`src/rtl/muldiv_sequencer.sv`:
```
// -----------------------------------------------------------------------------
// muldiv_sequencer
//
// Multi-cycle unsigned multiply / divide unit with its own sequencing FSM.
// It serves the register-pair writeback instructions: the operands are latched
// on accept, the unit iterates one bit per cycle (shift-add multiply or
// restoring divide), holds the pipeline through `stall`, and then presents a
// double-width result as hi/lo halves with a one-cycle `done`/`wbPair` pulse.
//
// Ports
//   clk        in   rising-edge clock
//   rst_n      in   asynchronous active-low reset
//   start      in   request, sampled only in IDLE
//   multiDiv   in   2'b01 = unsigned multiply, 2'b10 = unsigned divide
//   opA        in   multiplicand / dividend
//   opB        in   multiplier / divisor
//   busy       out  high while iterating (MUL or DIV)
//   stall      out  busy, or an acceptable request sitting in IDLE
//   done       out  one-cycle completion pulse
//   wbPair     out  write enable for both destination registers (== done)
//   resultHi   out  product upper half / remainder
//   resultLo   out  product lower half / quotient
//   divByZero  out  last completed divide had a zero divisor
//
// Optional feature
//   MULDIV_EARLY_OUT_EN : multiply finishes as soon as the remaining
//                         multiplier bits are all zero (minimum one
//                         iteration). Divide latency is unchanged.
// -----------------------------------------------------------------------------
module muldiv_sequencer #(
   parameter int WIDTH = 16
) (
   input  logic             clk,
   input  logic             rst_n,
   input  logic             start,
   input  logic [1:0]       multiDiv,
   input  logic [WIDTH-1:0] opA,
   input  logic [WIDTH-1:0] opB,
   output logic             busy,
   output logic             stall,
   output logic             done,
   output logic             wbPair,
   output logic [WIDTH-1:0] resultHi,
   output logic [WIDTH-1:0] resultLo,
   output logic             divByZero
);

   localparam int CW = $clog2(WIDTH + 1);

   localparam logic [1:0] S_IDLE = 2'd0;
   localparam logic [1:0] S_MUL  = 2'd1;
   localparam logic [1:0] S_DIV  = 2'd2;
   localparam logic [1:0] S_DONE = 2'd3;

   localparam logic [1:0] OP_MUL = 2'b01;
   localparam logic [1:0] OP_DIV = 2'b10;

   logic [1:0]       state;
   logic [CW-1:0]    cnt;
   // hi_q is the multiply accumulator / divide remainder; lo_q is the
   // multiplier (shifting out, product bits shifting in) / dividend-quotient.
   logic [WIDTH-1:0] hi_q;
   logic [WIDTH-1:0] lo_q;
   // Multiplicand for MUL, divisor for DIV.
   logic [WIDTH-1:0] opnd_q;
   logic             dz_q;

   logic             valid_op;
   logic             accept;
   logic [CW-1:0]    cnt_dec;

   // ---------------------------------------------------------------- control
   assign valid_op = (multiDiv == OP_MUL) || (multiDiv == OP_DIV);
   assign accept   = (state == S_IDLE) && start && valid_op;
   assign busy     = (state == S_MUL) || (state == S_DIV);
   assign stall    = busy || accept;
   assign done     = (state == S_DONE);
   assign wbPair   = done;
   assign cnt_dec  = cnt - 1'b1;

   // --------------------------------------------------------- multiply step
   logic [WIDTH:0]     mul_sum;
   logic [WIDTH-1:0]   mul_hi;
   logic [WIDTH-1:0]   mul_lo;
   logic [2*WIDTH-1:0] mul_prod;
   logic               mul_last;

   // The carry out of the add lands in the MSB of the accumulator after the
   // right shift, so no product bit is lost.
   assign mul_sum = {1'b0, hi_q} + (lo_q[0] ? {1'b0, opnd_q} : '0);
   assign mul_hi  = mul_sum[WIDTH:1];
   assign mul_lo  = {mul_sum[0], lo_q[WIDTH-1:1]};

`ifdef MULDIV_EARLY_OUT_EN
   // After this edge the unconsumed multiplier bits are the low cnt_dec bits
   // of mul_lo. Once they are zero the remaining iterations would only shift,
   // so the alignment shift is applied in one go.
   logic [WIDTH-1:0] rem_mask;
   assign rem_mask = ~({WIDTH{1'b1}} << cnt_dec);
   assign mul_last = (cnt_dec == '0) || ((mul_lo & rem_mask) == '0);
   assign mul_prod = {mul_hi, mul_lo} >> cnt_dec;
`else
   assign mul_last = (cnt_dec == '0);
   assign mul_prod = {mul_hi, mul_lo};
`endif

   // ----------------------------------------------------------- divide step
   logic [WIDTH:0]   div_sh;
   logic [WIDTH:0]   div_diff;
   logic             div_ge;
   logic [WIDTH-1:0] div_rem;
   logic [WIDTH-1:0] div_quo;

   // The remainder is always below the divisor, so the shifted value fits
   // in WIDTH+1 bits and bit WIDTH of the difference is a clean sign bit.
   assign div_sh   = {hi_q, lo_q[WIDTH-1]};
   assign div_diff = div_sh - {1'b0, opnd_q};
   assign div_ge   = ~div_diff[WIDTH];
   assign div_rem  = div_ge ? div_diff[WIDTH-1:0] : div_sh[WIDTH-1:0];
   assign div_quo  = {lo_q[WIDTH-2:0], div_ge};

   // -------------------------------------------------------------- sequencer
   // NOTE: every register here, datapath included, is cleared by reset so the
   // results read back as zero immediately after an abort.
   always_ff @(posedge clk or negedge rst_n) begin
      if (!rst_n) begin
         state     <= S_IDLE;
         cnt       <= '0;
         hi_q      <= '0;
         lo_q      <= '0;
         opnd_q    <= '0;
         dz_q      <= 1'b0;
         resultHi  <= '0;
         resultLo  <= '0;
         divByZero <= 1'b0;
      end else begin
         // NOTE: non-blocking assignments throughout, so every right-hand
         // side sees the pre-edge value of the state.
         case (state)
            S_IDLE: begin
               if (accept) begin
                  cnt  <= CW'(WIDTH);
                  hi_q <= '0;
                  dz_q <= (multiDiv == OP_DIV) && (opB == '0);
                  if (multiDiv == OP_MUL) begin
                     state  <= S_MUL;
                     lo_q   <= opB;
                     opnd_q <= opA;
                  end else begin
                     state  <= S_DIV;
                     lo_q   <= opA;
                     opnd_q <= opB;
                  end
               end
            end

            S_MUL: begin
               hi_q <= mul_hi;
               lo_q <= mul_lo;
               if (mul_last) begin
                  state     <= S_DONE;
                  cnt       <= '0;
                  resultHi  <= mul_prod[2*WIDTH-1:WIDTH];
                  resultLo  <= mul_prod[WIDTH-1:0];
                  divByZero <= 1'b0;
               end else begin
                  cnt <= cnt_dec;
               end
            end

            S_DIV: begin
               if (dz_q) begin
                  // Zero divisor: a single cycle in DIV, then the
                  // conventional all-ones quotient and dividend remainder.
                  state     <= S_DONE;
                  cnt       <= '0;
                  resultHi  <= lo_q;
                  resultLo  <= '1;
                  divByZero <= 1'b1;
               end else begin
                  hi_q <= div_rem;
                  lo_q <= div_quo;
                  cnt  <= cnt_dec;
                  if (cnt_dec == '0) begin
                     state     <= S_DONE;
                     resultHi  <= div_rem;
                     resultLo  <= div_quo;
                     divByZero <= 1'b0;
                  end
               end
            end

            S_DONE: begin
               state <= S_IDLE;
            end

            default: begin
               state <= S_IDLE;
            end
         endcase
      end
   end

endmodule

```
`config.mk`:
```
export PLATFORM = sky130hd
export DESIGN_NAME = muldiv_sequencer
export DESIGN_NICKNAME = d
export VERILOG_FILES = /design/src/rtl/muldiv_sequencer.sv
export SDC_FILE = /design/constraint.sdc
export NUM_CORES = 1
export LEC_CHECK = 0
export CORE_UTILIZATION = 45
export DETAILED_ROUTE_END_ITERATION = 10
export HOLD_SLACK_MARGIN = 0.03
export MAX_ROUTING_LAYER = met4
export PLACE_DENSITY = 0.73
export SKIP_LAST_GASP = 1
export SYNTH_ARGS = -nofsm -noshare
export SYNTH_HDL_FRONTEND = slang
export SYNTH_SLANG_ARGS = --single-unit
export TNS_END_PERCENT = 100
```
`constraint.sdc`:
```
create_clock -name clk -period 3.8 [get_ports clk]
set_input_delay 0.57 -clock clk [delete_from_list [all_inputs] [get_ports clk]]
set_output_delay 0.57 -clock clk [all_outputs]
set_load 0.02 [all_outputs]
```
==> flow_summary.rst, run 1 <==
.. list-table::
   :header-rows: 1

   * - Metric
     - Value
   * - Post-cts gate resize count
     - 0
   * - Floorplan Core Area
     - about 0.014 sq mm
   * - Yosys Warn Count
     - 0
   * - Share of flip-flops with an asynchronous set or reset after synthesis
     - between 90% and 100%
   * - Synthesized flop and latch total
     - 89
   * - Share of power burned in combinational logic
     - between 50% and 60%
   * - PortBufs
     - 73
   * - Maximum VDD drop
     - 0.447 mV
   * - Total track usage
     - approximately 28%
   * - Data required time at the worst endpoint
     - about 4 ns
   * - FF-to-FF Start
     - lo_q[0]
   * - Worst path buffer plus inverter count
     - 0
   * - RSZ-0062 raised after global routing
     - no
   * - CP Capture Type
     - flip-flop
   * - Part of the Yosys area used for sequential elements
     - between 30% and 40%
   * - Width of the die
     - 123 microns
   * - Internal power contribution
     - approximately 0.0032 W
   * - # diodes
     - 0
   * - Final setup slack of the worst path
     - around 0.66 ns
   * - Overflow left after global routing
     - 0
   * - Post-route design area
     - 0.00784 sq mm
   * - Share of the synthesized area in the top cell type
     - between 30% and 40%
   * - Slowest CP cell
     - dfrtp_1
   * - Mapped Nets
     - 862
   * - Die Footprint
     - 0.0151 sq mm
   * - Clock network power share
     - 16.9%
   * - Core Util, Final
     - approximately 56%
   * - DP Wirelength
     - ~15000 microns
   * - Post-route fraction of the period consumed by the critical path
     - a little over 80%
   * - Sequential Power Share
     - 28.3%
   * - Average wire per cell in the routed design
     - between 15 and 20 microns
   * - H-tree depth
     - 3
   * - Number of remaining DRC errors
     - 0
   * - Sort of element at the start of the critical path
     - flip-flop
   * - Global-route wire length before repair
     - slightly above 30000 microns
   * - Worst slack at placement
     - 0.672 ns
   * - Switching power share of the total
     - between 40% and 50%
   * - Top delay family on crit path
     - compound AO/OA/AOI/OAI gates
   * - Area leader, netlist
     - dfrtp_1
   * - TritonCTS Sinks
     - between 80 and 90
   * - Beginning of the critical path
     - lo_q[0]
   * - Via total after detailed routing
     - about 6000
   * - Post-synth EDFFs
     - 0
   * - Clock tree buffer depth
     - 2
   * - Buffer type at the clock tree root
     - clkbuf_16
   * - Worst stage delay on the critical path
     - 0.47 ns
   * - Die extent in y
     - about 120 microns
   * - Global placement routability congestion
     - 0.927
   * - Number of iterations in the first detailed-routing pass
     - 6
   * - Most prevalent standard cell on the critical path
     - o21ai_0
   * - Top post-synthesis cells by count
     - 116 x o21ai_0, 101 x nand2_1, 89 x dfrtp_1, 40 x ha_1
   * - Relative slew margins
     - 45.2%
   * - Count of buffers added by post-CTS timing repair for setup
     - 0
   * - Tmin final
     - ~3.1 ns
   * - Setup-failing EPs final
     - 0
   * - Worst min-delay path class
     - in2async
   * - Final max-slew violation count
     - 0
   * - CTS tree
     - yes
   * - Power density relative to cell area
     - 762 mW/mm^2
   * - Post-Route Skew
     - slightly above 0.009 ns
   * - Dominant cells by area after synthesis
     - dfrtp_1 34%, o21ai_0 8.8%, ha_1 7.6%
   * - Cell area after synthesis
     - around 0.0066 sq mm
   * - Starting density of the core
     - between 40% and 50%
   * - Leakage power
     - 3.35 nW
   * - Residual antenna-violating net count after detailed routing
     - 0
   * - Critical path data arrival time
     - around 3.4 ns
   * - Post-detailed-placement cell area
     - 0.00751 sq mm
   * - Highest clock frequency the design can meet
     - roughly 320 MHz
   * - Most instantiated library cell after synthesis
     - o21ai_0
   * - Clock slew seen by the registers of the worst setup and hold paths
     - roughly 0.070 ns
   * - Number of cells produced by synthesis
     - 783
   * - Number of global-route vias before repair
     - ~5600
   * - Final total negative setup slack
     - 0 ns
   * - Synth-to-Final Area Change
     - 19.1%
   * - Category of the most critical setup path
     - reg2reg
   * - Count of unique library cells instantiated by Yosys
     - 63
   * - Number of antenna violations at the first check in global routing
     - 0
   * - Total wire length after detailed routing
     - approximately 20000 microns
   * - Status
     - completed
   * - Post-detailed-route via-to-cell ratio
     - approximately 6
   * - Hold violation count in the final report
     - 0
   * - Number of buffers created by CTS
     - 9
   * - Count of nets after finishing
     - 917
   * - Max-cap violation count
     - 0
   * - Iteration-0 DRC Markers
     - about 700
   * - Net switching component of the power
     - ~0.0027 W
   * - Leading register cell type out of synthesis
     - dfrtp_1
   * - Average size of a mapped cell
     - about 8.4 sq um
   * - Worst path cell trace
     - and2_1, ha_1, fa_1, a21o_1, a21oi_2, o21ai_0, a311oi_2, o21ai_0, xor2_1, a221oi_1, o21ai_0
   * - Rows
     - 43
   * - IO Pins
     - 74
   * - Fraction of layout instances using a drive strength above 1
     - between 7 and 8%
   * - Transition time at the pin with the least slew margin
     - roughly 0.82 ns
   * - Number of buffers inserted for hold repair after clock tree synthesis
     - 0
   * - Source-to-sink clock delay at the later pin of the worst-skew pair
     - 0.35 ns
   * - Pin count of the biggest net entering global routing
     - 47
   * - Maximum fanout along the worst path
     - 9
## sequential cells by signal, indices dropped and copies added, names as in the netlist
register and cells:
resultLo 16, divByZero 1, lo_q 16, dz_q 1, resultHi 16, cnt 5, hi_q 16, opnd_q 16
state 2
## final timing paths
kind	end	slack [ns]	depth (start not counted)
setup / recovery	resultHi[13]	0.66	11
hold / removal	hi_q[5]	0.24	1
setup reg to reg	resultHi[13]	0.66	11
hold reg to reg	resultLo[14]	0.48	2
max in group asynchronous	resultLo[10]	2.79	2
min in group clk	resultLo[14]	0.48	2
## placed cells by master, fill, tap and decap left out, drive strengths merged, types with 4 or more instances in the layout
master	count
a221oi	4
buf	20
nand4	4
inv	35
a22o	5
dfrtp	89
a21o	9
nand2	101
clkbuf	12
o21a	7
xor2	9
nand3	15
clkdlybuf4s50	72
o21ai	119
o31ai	8
ha	40
mux2	20
a21oi	39
o221ai	6
nor3	10
nor2	38
o22ai	20
and2	17
xnor2	18
nor3b	7
a31oi	5
nor2b	10
a22oi	30
mux2i	31
## through the flow
| step | instances | hold WS (ns) | total power (W) |
|---|---|---|---|
| 3_3_place_gp | 1007 | 0.464 | 0.00489 |
| 6_report | 1022 | 0.242 | 0.00598 |
| 4_1_cts | 1022 | 0.255 | 0.00595 |
| 5_1_grt | 1022 | 0.289 | 0.00638 |
| 3_5_place_dp | 1007 | 0.471 | 0.00491 |
| 2_1_floorplan | 783 | 0.274 | 0.00387 |
## power by group through the flow
stage / Sequential [W] / Clock (W) / Combinational, W
after floorplan: 0.00157 / 0 / 0.00230
after global placement: 0.00168 / 0 / 0.00321
after detailed placement: 0.00169 / 0 / 0.00323
after CTS: 0.00167 / 0.00102 / 0.00325
after global routing: 0.00172 / 0.00105 / 0.00361
final: 0.00169 / 0.00101 / 0.00327
## logic make-up (layout without fill, tap and decap cells)
family | after synthesis | count (layout) | synth area share (%)
mux | 51 | 51 | 8.25
flops | 89 | 89 | 33.8
xor+xnor | 27 | 27 | 3.71
fa+ha+maj | 42 | 42 | 8.21
buf+inv | 83 | 142 | 5.06
compound gates | 270 | 270 | 25.3
simple gates | 221 | 221 | 15.6
## cell type report
type | instances | area (sq um)
Fill cell | 1300 | 6260
Clock buffer | 12 | 236
Clock inverter | 3 | 90.1
Multi-Input combinational cell | 611 | 4050
Tap cell | 180 | 225
Inverter | 35 | 131
Sequential cell | 89 | 2230
Timing Repair Buffer | 92 | 883
## routing by layer
| metal | share of wire [%] | vias up | track usage (%) |
|---|---|---|---|
| li1 | - | 2946 | - |
| met1 | 45 | 2904 | 37.3 |
| met2 | 46 | 257 | 42.3 |
| met3 | 7.2 | 26 | 4.80 |
| met4 | 2.2 | 0 | 8.84 |
| met5 | 0 | - | - |
Power figures use the tool's default switching activity.
==> run 2: changes to the inputs <==
--- a/config.mk
+++ b/config.mk
@@ -9,7 +9,7 @@
 export DETAILED_ROUTE_END_ITERATION = 10
 export HOLD_SLACK_MARGIN = 0.03
 export MAX_ROUTING_LAYER = met4
-export PLACE_DENSITY = 0.73
+export PLACE_DENSITY = 0.76
 export SKIP_LAST_GASP = 1
 export SYNTH_ARGS = -nofsm -noshare
 export SYNTH_HDL_FRONTEND = slang
==> constraint.sdc (replaced) <==
create_clock -name clk -period 2.7 [get_ports clk]
set_input_delay 0.405 -clock clk [delete_from_list [all_inputs] [get_ports clk]]
set_output_delay 0.405 -clock clk [all_outputs]
set_load 0.02 [all_outputs]
==> run 2 against run 1 <==
- clock skew hardly changed
- largest cell class unchanged
- the flow now finishes with violations (negative setup slack)
- combinational power is 75% higher
- cell area is 9.6% higher
- first-iteration DRC count is 18% lower
- global-route usage is 1.9 points higher
==> flow_summary.rst, run 2 (same netlist as run 1, synthesis figures left out) <==
.. list-table::
   :header-rows: 1

   * - Metric
     - Value
   * - Power density relative to cell area
     - 1090 mW/mm^2
   * - Width of the die
     - 123 microns
   * - Number of global-route vias before repair
     - 6241
   * - Overflow left after global routing
     - 0
   * - Final total negative setup slack
     - -0.304 ns
   * - Buffer type at the clock tree root
     - clkbuf_16
   * - Number of remaining DRC errors
     - 0
   * - Tmin final
     - ~2.7 ns
   * - Slowest CP cell
     - fa_2
   * - Average wire per cell in the routed design
     - just under 20 microns
   * - FF-to-FF Start
     - opnd_q[0]
   * - TritonCTS Sinks
     - just under 90
   * - Starting density of the core
     - between 40% and 50%
   * - DP Wirelength
     - between 15000 and 20000 microns
   * - Pin count of the biggest net entering global routing
     - 48
   * - Total track usage
     - just under 30%
   * - Global-route wire length before repair
     - between 30000 and 40000 microns
   * - Post-layout power
     - 0.00938 W
   * - Worst min-delay path class
     - in2async
   * - Worst path cell trace
     - buf_4, ha_4, fa_2, nor2b_4, o31a_1, o221ai_2, nand2_2, a21oi_4, xnor2_4, buf_12, mux2_2, o21ai_1
   * - Residual antenna-violating net count after detailed routing
     - 0
   * - Fraction of layout instances using a drive strength above 1
     - a little under a fifth
   * - Worst stage delay on the critical path
     - 0.42 ns
   * - Leakage power
     - ~3.7 nW
   * - Setup slack on the worst flop-to-flop path
     - -0.04 ns
   * - Count of nets after finishing
     - between 900 and 1000
   * - Reg-to-Reg End
     - hi_q[0]
   * - Number of antenna violations at the first check in global routing
     - 0
   * - Post-Route Skew
     - ~0.0087 ns
   * - Maximum VDD drop
     - roughly 0.51 mV
   * - Global placement routability congestion
     - ~0.99
   * - Final max-slew violation count
     - 0
   * - Instance count after placement with tap cells included
     - around 1100
   * - Total wire length after detailed routing
     - about 21000 microns
   * - PortBufs
     - between 70 and 80
   * - IO Pins
     - 74
   * - Clock slew seen by the registers of the worst setup and hold paths
     - about 0.070 ns
   * - Seq. cell area
     - ~0.0022 sq mm
   * - CP Capture Type
     - flip-flop
   * - Data required time at the worst endpoint
     - just under 3 ns
   * - Die extent in y
     - 123 microns
   * - Highest clock frequency the design can meet
     - around 360 MHz
   * - Most frequent cells in the layout
     - 99 x nand2_1, 93 x o21ai_0, 88 x dfrtp_1, 71 x clkdlybuf4s50_1, 70 x buf_4
   * - Area of combinational cells with multiple inputs
     - roughly 0.0043 sq mm
   * - Clock tree buffer depth
     - 2
   * - Core Util, Final
     - approximately three fifths
   * - RSZ-0062 raised after global routing
     - yes
   * - Critical path data arrival time
     - roughly 3.0 ns
   * - Fill count
     - 1189
   * - Relative slew margins
     - a little under three fifths
   * - Sort of element at the start of the critical path
     - flip-flop
   * - Iteration-0 DRC Markers
     - 568
   * - Via total after detailed routing
     - about 6500
   * - Post-route fraction of the period consumed by the critical path
     - 102%
   * - Transition time at the pin with the least slew margin
     - roughly 0.64 ns
   * - Max-cap violation count
     - 0
   * - Violations in the final reports
     - negative setup slack
   * - Final setup slack of the worst path
     - -0.0431 ns
   * - Number of buffers created by CTS
     - 9
   * - Final cell count without fillers
     - between 1000 and 1500
   * - Most common library cell in the layout ignoring fill and taps
     - nand2_1
   * - Floorplan Core Area
     - roughly 0.014 sq mm
   * - Die Footprint
     - approximately 0.015 sq mm
   * - H-tree depth
     - 3
   * - Rows
     - 43
   * - Number of cells traversed by the worst register-to-register path
     - 12
   * - Post-detailed-route via-to-cell ratio
     - about 6.0
   * - Source-to-sink clock delay at the later pin of the worst-skew pair
     - 0.35 ns
   * - Number of iterations in the first detailed-routing pass
     - 5
   * - Status
     - finished, violations left
   * - Setup-failing EPs final
     - 13
   * - Hold violation count in the final report
     - 0
   * - # diodes
     - 0
   * - Synth-to-Final Area Change
     - 30.5%
   * - Category of the most critical setup path
     - reg2reg
   * - CTS tree
     - yes
   * - Maximum fanout along the worst path
     - 7
-- run 2: changes by cell type in the layout (fill, tap and decap cells not counted), moves of 3 or more --
cell and change:
mux2i_4 +7, buf_4 +51, ha_4 +3, o21ai_0 -23, buf_12 +3, clkbuf_1 -3, buf_6 +5, o21ai_1 +18
o21ai_2 +5, mux2i_1 -7, ha_1 -4
-- run 2: area by class of cell --
class	count	share of cell area, %
clock inverters	7	0.917
flip-flops and latches	89	25.9
repair buffers	152	16.3
well taps	180	2.62
inverters	35	1.53
clock buffers	9	2.62
multi-input cells	611	50.1
-- run 2: worst max path at each step --
stage | startpoint | endpoint | slack (ns)
after CTS | opnd_q[0] | resultHi[13] | -0.03
after floorplan | lo_q[0] | resultHi[13] | -0.19
final | opnd_q[0] | hi_q[0] | -0.04
after global routing | lo_q[0] | resultHi[13] | -0.19
after detailed placement | lo_q[15] | resultHi[2] | -0.04
after global placement | lo_q[0] | resultHi[13] | 0.02
-- run 2: worst max-delay path, delay by kind of cell, from the launching register on --
family / cells / cell delay (ns)
muxes: 1 / 0.34
DFF: 1 / 0.39
xor gates and xnor gates: 1 / 0.28
buffers and inverters: 2 / 0.35
and+or+nand+nor: 2 / 0.23
AOI/OAI and AO/OA: 4 / 0.51
adders and majority gates: 2 / 0.58
-- run 2: stage by stage --
| stage | area (sq um) | worst slack [ns] | hold WS [ns] |
|---|---|---|---|
| CTS | 8360 | -0.0272 | 0.0985 |
| floorplan | 6630 | -0.189 | 0.109 |
| global route | 8590 | -0.189 | 0.134 |
| detailed placement | 7930 | -0.0381 | 0.476 |
| finish | 8590 | -0.0431 | 0.0751 |
| global placement | 7930 | 0.0223 | 0.468 |
-- run 2: report_power, final --
| group | switching, W | internal (W) | total, W |
|---|---|---|---|
| Clock | 0.000582 | 0.000727 | 0.00131 |
| Combinational | 0.00314 | 0.00258 | 0.00573 |
| Sequential | 0.000590 | 0.00175 | 0.00234 |
-- run 2: timing repair --
action	CTS	global route
resized for setup	17	56
hold buffers	0	0
buffers inserted	4	6
cloned	1	0
pin swaps	6	23
endpoints found under the setup margin	14	35
-- run 2: metal layers --
metal / GRT usage, % / routed length (microns) / vias to the layer above / share of wire (%)
li1: - / - / 3073 / -
met2: 43.4 / 9190 / 327 / 44
met5: - / 0 / - / 0
met4: 13.1 / 782 / 0 / 3.8
met3: 5.21 / 1910 / 67 / 9.2
met1: 40.0 / 8970 / 3066 / 43
